`src/rtl/rca_seq_add_ctrl_pkg.sv`:
```
// Shared definitions for the chunked add/subtract sequencer: chunk width and FSM state encoding.
package rca_seq_add_ctrl_pkg;

    localparam int CHUNK_W = 4;

    typedef enum logic [1:0] {
        ST_IDLE = 2'd0,
        ST_RUN  = 2'd1,
        ST_DONE = 2'd2
    } state_t;

endpackage

```
`src/rtl/rca_seq_add_ctrl_rca4.sv`:
```
// 4-bit ripple-carry adder shared by the sequencer; purely combinational.
module RCA_4_bit
    import rca_seq_add_ctrl_pkg::*;
(
    input  logic [CHUNK_W-1:0] i_a,
    input  logic [CHUNK_W-1:0] i_b,
    input  logic               i_c,
    output logic [CHUNK_W-1:0] o_s,
    output logic               o_c
);

    logic w_carry;

    // NOTE: every variable driven here gets a value before any branch or loop,
    // so no path can leave it unassigned and infer a latch.
    always_comb begin
        w_carry = i_c;
        o_s     = '0;
        for (int k = 0; k < CHUNK_W; k++) begin
            o_s[k]  = i_a[k] ^ i_b[k] ^ w_carry;
            w_carry = (i_a[k] & i_b[k]) | (w_carry & (i_a[k] ^ i_b[k]));
        end
        o_c = w_carry;
    end

endmodule

```
`src/rtl/rca_seq_add_ctrl.sv`:
```
// Multi-cycle WIDTH-bit add/subtract: feeds one 4-bit chunk per cycle, LSB first,
// through a single shared ripple-carry adder and presents the result on a held handshake.
module rca_seq_add_ctrl
    import rca_seq_add_ctrl_pkg::*;
#(
    parameter int WIDTH = 16
)
(
    input  logic             clk,
    input  logic             rst_n,
    input  logic             in_valid,
    output logic             in_ready,
    input  logic [WIDTH-1:0] a,
    input  logic [WIDTH-1:0] b,
    input  logic             c_in,
    input  logic             sub,
    output logic             out_valid,
    input  logic             out_ready,
    output logic [WIDTH-1:0] sum,
    output logic             c_out,
    output logic             ovf,
    output logic             busy
);

    localparam int NCHUNK = WIDTH / CHUNK_W;
    localparam int CW     = (NCHUNK > 1) ? $clog2(NCHUNK) : 1;

    if ((WIDTH % CHUNK_W) != 0 || WIDTH < CHUNK_W) begin : g_width_check
        $error("rca_seq_add_ctrl: WIDTH must be a multiple of 4 and at least 4");
    end

    state_t                   r_state;
    state_t                   w_state_next;
    logic [CW-1:0]            r_cnt;
    logic [WIDTH-1:0]         r_a;
    logic [WIDTH-1:0]         r_b;
    logic [WIDTH-1:0]         r_res;
    logic                     r_carry;
    logic [WIDTH-1:0]         r_sum;
    logic                     r_c_out;
    logic                     r_ovf;
    logic [CHUNK_W-1:0]       w_rca_s;
    logic                     w_rca_c;
    logic                     w_last;
    logic                     w_accept;
    logic [WIDTH+CHUNK_W-1:0] w_res_cat;

    RCA_4_bit u_rca (
        .i_a (r_a[CHUNK_W-1:0]),
        .i_b (r_b[CHUNK_W-1:0]),
        .i_c (r_carry),
        .o_s (w_rca_s),
        .o_c (w_rca_c)
    );

    assign w_last    = (r_cnt == CW'(NCHUNK - 1));
    assign w_accept  = in_valid && in_ready;
    // New chunk enters at the top; after NCHUNK shifts the whole result is aligned.
    assign w_res_cat = {w_rca_s, r_res};

    // NOTE: all clocked state uses non-blocking assignment so every register
    // samples pre-edge values regardless of statement order.
    always_ff @(posedge clk) begin
        if (!rst_n) r_state <= ST_IDLE;
        else        r_state <= w_state_next;
    end

    always_comb begin
        w_state_next = r_state;
        case (r_state)
            ST_IDLE: if (in_valid)  w_state_next = ST_RUN;
            ST_RUN:  if (w_last)    w_state_next = ST_DONE;
            ST_DONE: if (out_ready) w_state_next = ST_IDLE;
            default:                w_state_next = ST_IDLE;
        endcase
    end

    always_ff @(posedge clk) begin
        if (!rst_n) begin
            r_cnt   <= '0;
            r_a     <= '0;
            r_b     <= '0;
            r_res   <= '0;
            r_carry <= 1'b0;
            r_sum   <= '0;
            r_c_out <= 1'b0;
            r_ovf   <= 1'b0;
        end else if (w_accept) begin
            // Subtraction is a + ~b + 1; the +1 rides in as the first chunk carry.
            r_a     <= a;
            r_b     <= sub ? ~b : b;
            r_carry <= sub ? 1'b1 : c_in;
            r_cnt   <= '0;
        end else if (r_state == ST_RUN) begin
            r_a     <= r_a >> CHUNK_W;
            r_b     <= r_b >> CHUNK_W;
            r_res   <= w_res_cat[WIDTH+CHUNK_W-1:CHUNK_W];
            r_carry <= w_rca_c;
            r_cnt   <= r_cnt + CW'(1);
            if (w_last) begin
                r_sum   <= w_res_cat[WIDTH+CHUNK_W-1:CHUNK_W];
                r_c_out <= w_rca_c;
                // Overflow: carry out of the MSB differs from carry into it.
                r_ovf   <= w_rca_c ^ (w_rca_s[CHUNK_W-1] ^ r_a[CHUNK_W-1] ^ r_b[CHUNK_W-1]);
            end
        end
    end

    assign in_ready  = (r_state == ST_IDLE);
    assign out_valid = (r_state == ST_DONE);
    assign busy      = (r_state != ST_IDLE);
    assign sum       = r_sum;
    assign c_out     = r_c_out;
    assign ovf       = r_ovf;

endmodule

```
`config.mk`:
```
export PLATFORM = sky130hd
export DESIGN_NAME = rca_seq_add_ctrl
export DESIGN_NICKNAME = d
export VERILOG_FILES = /design/src/rtl/rca_seq_add_ctrl_pkg.sv /design/src/rtl/rca_seq_add_ctrl_rca4.sv /design/src/rtl/rca_seq_add_ctrl.sv
export SDC_FILE = /design/constraint.sdc
export NUM_CORES = 1
export LEC_CHECK = 0
export BUFFER_PORTS_ARGS = -buffer_cell sky130_fd_sc_hd__buf_4
export CAP_MARGIN = 10
export CELL_PAD_IN_SITES_DETAIL_PLACEMENT = 1
export CELL_PAD_IN_SITES_GLOBAL_PLACEMENT = 1
export CORE_MARGIN = 3
export CORE_UTILIZATION = 37
export CTS_CLUSTER_DIAMETER = 100
export DETAILED_ROUTE_END_ITERATION = 8
export PLACE_DENSITY_LB_ADDON = 0.1
export SETUP_SLACK_MARGIN = 0.05
export SYNTH_ARGS = -nofsm -noshare
export SYNTH_HDL_FRONTEND = slang
export SYNTH_SLANG_ARGS = --single-unit
```
`constraint.sdc`:
```
create_clock -name clk -period 2.5 [get_ports clk]
set_input_delay 0.375 -clock clk [delete_from_list [all_inputs] [get_ports clk]]
set_output_delay 0.375 -clock clk [all_outputs]
set_load 0.1 [all_outputs]
```
==> results of run 1 <==
## critical path, delay by kind of cell, from the launching register on
kind | cells | cell delay [ns]
AOI/OAI and AO/OA | 1 | 0.09
xor gates and xnor gates | 2 | 0.25
adders and majority gates | 4 | 1.65
DFF | 1 | 0.33
## area by class of cell
class                   count  area share
clock buffers              10      0.0370
clock inverters             6      0.0171
inverters                   3     0.00403
multi-input cells         229       0.411
flip-flops and latches     67       0.361
well taps                 102      0.0343
repair buffers             66       0.136
## how the worst max path moves through the flow
stage | startpoint | endpoint | cells past startpoint
finish | r_a[0]$_SDFFE_PN0P_ | ovf$_SDFFE_PN0P_ | 7
global route | r_a[0]$_SDFFE_PN0P_ | ovf$_SDFFE_PN0P_ | 7
CTS | r_a[0]$_SDFFE_PN0P_ | ovf$_SDFFE_PN0P_ | 7
detailed placement | r_a[0]$_SDFFE_PN0P_ | ovf$_SDFFE_PN0P_ | 7
global placement | r_a[0]$_SDFFE_PN0P_ | ovf$_SDFFE_PN0P_ | 7
floorplan | r_a[0]$_SDFFE_PN0P_ | ovf$_SDFFE_PN0P_ | 7
## synth_stat cells
master | instances | area, um2
a21boi_0 | 5 | 37.5
a21boi_1 | 30 | 225
a21oi_1 | 14 | 70.1
a22oi_1 | 14 | 105
a32o_1 | 1 | 10.0
and2_1 | 1 | 6.26
and2_4 | 1 | 8.76
and3b_1 | 1 | 8.76
buf_2 | 11 | 55.1
buf_4 | 8 | 60.1
buf_6 | 2 | 22.5
clkbuf_1 | 5 | 18.8
dfxtp_1 | 67 | 1340
fa_1 | 4 | 80.1
ha_1 | 1 | 12.5
inv_1 | 2 | 7.51
inv_2 | 1 | 3.75
nand2_1 | 68 | 255
nand2b_1 | 2 | 12.5
nand3_1 | 4 | 20.0
nand3b_4 | 1 | 20.0
nand4_1 | 2 | 12.5
nor2_1 | 3 | 11.3
nor2b_1 | 3 | 18.8
nor2b_4 | 1 | 13.8
nor3_1 | 1 | 5.00
nor3b_2 | 1 | 12.5
o21a_1 | 1 | 7.51
o21ai_0 | 9 | 45.0
o21ai_1 | 2 | 10.0
o21ai_2 | 1 | 8.76
o21bai_1 | 1 | 7.51
o221ai_1 | 12 | 105
o22ai_1 | 6 | 37.5
o2bb2ai_1 | 12 | 105
or3b_1 | 7 | 61.3
xnor2_1 | 4 | 35.0
xor2_1 | 16 | 140
## power breakdown
group          total [uW]  internal (uW)  switching (uW)
Clock                 914            488             426
Combinational         348            163             185
Sequential           1170           1120            44.9
Total                2430           1770             656
## per-layer routing
metal  GRT usage  vias to the layer above  routed length [um]
met4      0.0631                        0                  69
met5           0                        -                   0
met2       0.291                       38                3810
li1            -                     1245                   -
met3      0.0281                        6                 224
met1       0.224                     1196                3450
## cell families (layout without fill, tap and decap cells)
kind of cell             after synthesis  after routing
AO/OA/AOI/OAI                        108            108
adder cells (fa/ha/maj)                5              5
buffers and inverters                 29             85
XOR/XNOR                              20             20
flip-flops                            67             67
AND/OR/NAND/NOR                       96             96
## flip-flops by register name, indices dropped and copies added (netlist names)
signal and count:
r_a 16, r_b 16, sum 16, r_res 12
r_cnt 2, r_state 2, c_out 1, ovf 1
r_carry 1
## metrics by stage
step	instance area, um2	TNS, ns
5_1_grt	3720	-0.00506
6_report	3720	0
2_1_floorplan	3030	0
3_5_place_dp	3510	-0.0386
3_3_place_gp	3510	0
4_1_cts	3710	0
## what timing repair did
item                                    CTS  global route
endpoints found under the setup margin    2             2
resized for setup                         2             2
pin swaps                                 2             0
gates cloned                              0             0
hold buffers                              0             0
==> flow_metrics.tcl, run 1 <==
set metrics [dict create \
    hold_violations 0 \
    regToRegSetupSlack_ns 0.06 \
    slew_violations 0 \
    r2r-start "r_a[0]$_SDFFE_PN0P_" \
    cp_cell_sequence "fa_2, fa_2, fa_2, fa_2, xnor2_2, xnor2_1, a21oi_1" \
    tightest_slew_ns 0.494 \
    finalCoreUtilization 0.477 \
    final_cell_mix "nand2_1 (67), dfxtp_1 (66), buf_4 (65)" \
    final_layout_size_suffix_gt1_frac 0.252 \
    synthDistinctLibCells 38 \
    rows 32 \
    p_leak_uw 0.00146 \
    min-delay-start "a[13]" \
    period_share 0.975 \
    dp.cells 467 \
    worst_r2r_path_depth 7 \
    post-cts-setup-buffers 0 \
    ioPinCount 59 \
    power.density_mw_per_mm2 653 \
    worst-setup-path-type "register to register" \
    synth_top_family_by_area "compound AO/OA/AOI/OAI gates" \
    die_h_um 96.3 \
    layoutNonFillerInstCount 483 \
    synthMuxAreaShare 0 \
    gp_congestion 0.730 \
    critPathArrivalTime_ns 2.66 \
    viasPerCell 5.14 \
    clockBufferDepth 2 \
    grt_pass1_vias 2502 \
    dpl.hpwl_mm 5.19 \
    h-tree-depth 3 \
    die_w_um 96.3 \
    ir_worst_vdd_uv 333 \
    cpMostUsedCell "fa_2" \
    setup_viol_count_final 0 \
    hold_end "r_a[13]$_SDFFE_PN0P_" \
    grt_setup_unrepaired "yes" \
    hp-class "primary input to register" \
    root_buffer "clkbuf_8" \
    fmax_mhz 410 \
    synth_area_per_cell_um2 9.29 \
    whs_ns 0.317 \
    grt_max_degree 33 \
    yosys.area_share.simple 0.155 \
    ant_nets 0 \
    wl_per_cell_um 15.6 \
    fin_skew_ns 0.0125 \
    gr-usage-all-layers 0.173 \
    synth_compound_area_frac 0.257 \
    core_mm2 0.00781 \
    grt_overflow_total 0 \
    ys_seq_elements 67 \
    start_kind "register" \
    grt_pass1_wl_mm 12.4 \
    r2r_end "ovf$_SDFFE_PN0P_" \
    synth_xor_area_frac 0.0580 \
    drc_errors 0 \
    post-place-ws_ns -0.0386 \
    cp_slowest_cell "fa_2" \
    critPathCaptureType "register" \
    fin_nets 419 \
    whs_path_depth 3 \
    antenna_found_initial 0 \
    fin_crit_ns 2.44 \
    n_fill_cell 918 \
    yosys_warnings 0 \
    io_buffer_count 58 \
    drt_pre_antenna_iters 4 \
    initialDrtViolationCount 65 \
    cpPeakStageDelay_ns 0.57 \
    drv_cap 0 \
    wl_mm 7.55 \
    finalWorstSetupSlack_ns 0.0617 \
    status "complete, no violations" \
    multi_input_area_mm2 0.00153 \
    cp_max_fo 2 \
    synth_fa_ha_area_frac 0.0307 \
    mostFrequentLayoutCell "nand2_1" \
    synthesis.nets 368 \
    cts_buffers 9 \
    die_area_mm2 0.00928 \
    start_util 0.387 \
    ys_seq_area_frac 0.444 \
    required_ns 2.72 \
    diodes 0 \
    num_vias 2485 \
    cts_num_sinks 67 \
    cts.clk_slew.worst_paths_ns 0.08 \
    slew_headroom 0.670 \
    regArea_mm2 0.00134 \
    cts_tree "done" \
    clk_latency_ns 0.34 \
    syn_to_final_growth_pct 23.4 \
    syn_area_mm2 0.00302 \
    postSynthCellCount 325 \
    power_uw 2430 \
]
(Power assumes the default switching activity.)
==> run 2, diff against run 1 <==
- CELL_PAD_IN_SITES_DETAIL_PLACEMENT: 1 -> not set
- CELL_PAD_IN_SITES_GLOBAL_PLACEMENT: 1 -> not set
- CORE_UTILIZATION: 37 -> 49
- CTS_CLUSTER_SIZE: not set -> 12
- PLACE_DENSITY: not set -> 0.75
- PLACE_DENSITY_LB_ADDON: 0.1 -> not set
==> flow_metrics.tcl, run 2 (synthesis results as in run 1) <==
set metrics [dict create \
    tightest_slew_ns 0.713 \
    p_sw_uw 615 \
    die_h_um 84.5 \
    hp-class "primary input to register" \
    fin_crit_ns 2.50 \
    num_vias 2525 \
    ir_worst_vdd_uv 432 \
    final_cell_mix "nand2_1 (67), dfxtp_1 (66), buf_4 (65)" \
    min-delay-start "b[13]" \
    p_leak_uw 0.00147 \
    root_buffer "clkbuf_8" \
    met1_length_mm 2.87 \
    seqPwrFrac 0.464 \
    antenna_found_initial 0 \
    drt_pre_antenna_iters 5 \
    critPathArrivalTime_ns 2.69 \
    cp_max_fo 2 \
    gp_congestion 0.761 \
    grt_pass1_vias 2362 \
    final_area_mm2 0.00371 \
    clk_latency_ns 0.33 \
    h-tree-depth 3 \
    highest_layer "met4" \
    clockBufferDepth 2 \
    status "finished with violations" \
    wl_per_cell_um 14.5 \
    drc_errors 0 \
    setup_viol_count_final 1 \
    whs_ns 0.329 \
    n_fill_cell 517 \
    ioPinCount 59 \
    drv_cap 0 \
    cts_num_sinks 67 \
    viasPerCell 5.57 \
    die_area_mm2 0.00714 \
    violations "negative setup slack" \
    io_buffer_count 58 \
    fin_skew_ns 0.00456 \
    grt_pass1_wl_mm 11.1 \
    gr-usage-all-layers 0.190 \
    critPathCaptureType "register" \
    worst-setup-path-type "register to register" \
    grt_overflow_total 0 \
    syn_to_final_growth_pct 23.0 \
    r2r_end "ovf$_SDFFE_PN0P_" \
    dpl.hpwl_mm 4.53 \
    cts_tree "done" \
    diodes 0 \
    power.density_mw_per_mm2 680 \
    cts_buffers 9 \
    whs_path_depth 4 \
    regToRegSetupSlack_ns -0.004 \
    hold_violations 0 \
    ant_nets 0 \
    grt_max_degree 57 \
    clock_power_share 0.398 \
    period_share 1.00 \
    die_w_um 84.5 \
    finalWorstSetupSlack_ns -0.00380 \
    wl_mm 6.56 \
    final_layout_size_suffix_gt1_frac 0.249 \
    worst_r2r_path_depth 7 \
    slew_violations 0 \
    r2r-start "r_a[0]$_SDFFE_PN0P_" \
    core_mm2 0.00574 \
    start_kind "register" \
    fmax_mhz 399 \
    slew_headroom 0.525 \
    dr_wl_met3_um 384 \
    netSwitchingFraction 0.244 \
    dpl_cell_area_mm2 0.00346 \
    hold_end "r_b[13]$_SDFFE_PN0P_" \
    fin_nets 419 \
    grt_setup_unrepaired "yes" \
    cts.clk_slew.worst_paths_ns 0.06 \
    met2WireLength_mm 3.24 \
    setup_tns_ns -0.00380 \
    start_util 0.525 \
    intPower_uw 1910 \
    initialDrtViolationCount 123 \
    rows 27 \
    mostFrequentLayoutCell "nand2_1" \
    pwr-share-comb 0.138 \
    required_ns 2.69 \
]
## run 2: how the worst max path moves through the flow
stage                             start                to  depth (start not counted)
floorplan           r_a[0]$_SDFFE_PN0P_  ovf$_SDFFE_PN0P_                          7
global placement    r_a[0]$_SDFFE_PN0P_  ovf$_SDFFE_PN0P_                          7
detailed placement  r_a[0]$_SDFFE_PN0P_  ovf$_SDFFE_PN0P_                          7
CTS                 r_a[0]$_SDFFE_PN0P_  ovf$_SDFFE_PN0P_                          7
global route        r_a[0]$_SDFFE_PN0P_  ovf$_SDFFE_PN0P_                          7
finish              r_a[0]$_SDFFE_PN0P_  ovf$_SDFFE_PN0P_                          7
## run 2: layout make-up
cell class / count / area, um2 / share of cell area
clock buffers: 12 / 155 / 0.0418
inverters: 3 / 15.0 / 0.00404
clock inverters: 4 / 72.6 / 0.0195
flip-flops and latches: 67 / 1340 / 0.362
well taps: 72 / 90.1 / 0.0243
multi-input cells: 229 / 1530 / 0.412
repair buffers: 66 / 508 / 0.137
## run 2: stage by stage
step                      utilization  setup WS, ns  instances  total power (uW)
after floorplan                     -        0.0567        325              1420
after global placement          0.603        0.0111        436              1520
after detailed placement        0.603       -0.0483        436              1530
after CTS                       0.645       -0.0154        453              2540
after global routing            0.646       -0.0738        453              2630
final                           0.646      -0.00380        453              2520
## run 2: power groups by stage
stage	Sequential, uW	Combinational, uW	Clock (uW)
after global routing	1180	384	1060
after global placement	1190	328	0
after detailed placement	1190	335	0
final	1170	348	1000
after floorplan	1180	238	0
after CTS	1170	343	1030
## run 2: what timing repair did
item                       in CTS  in global routing
pin swaps                       4                  2
setup buffers                   1                  0
setup endpoints to repair       2                  4
hold buffers                    0                  0
resized for setup               2                  2
## run 2: worst max-delay path, stage by stage, from the launching register on
cell     delay (ns)
dfxtp_2        0.34
fa_2           0.38
fa_2           0.36
fa_2           0.36
fa_2           0.58
xnor2_2        0.13
xnor2_1        0.14
a21oi_1        0.08
## run 2: layer usage
layer / track usage / vias to the layer above
li1: - / 1250
met1: 0.235 / 1198
met2: 0.317 / 73
met3: 0.0628 / 4
met4: 0.0532 / 0
met5: 0 / -
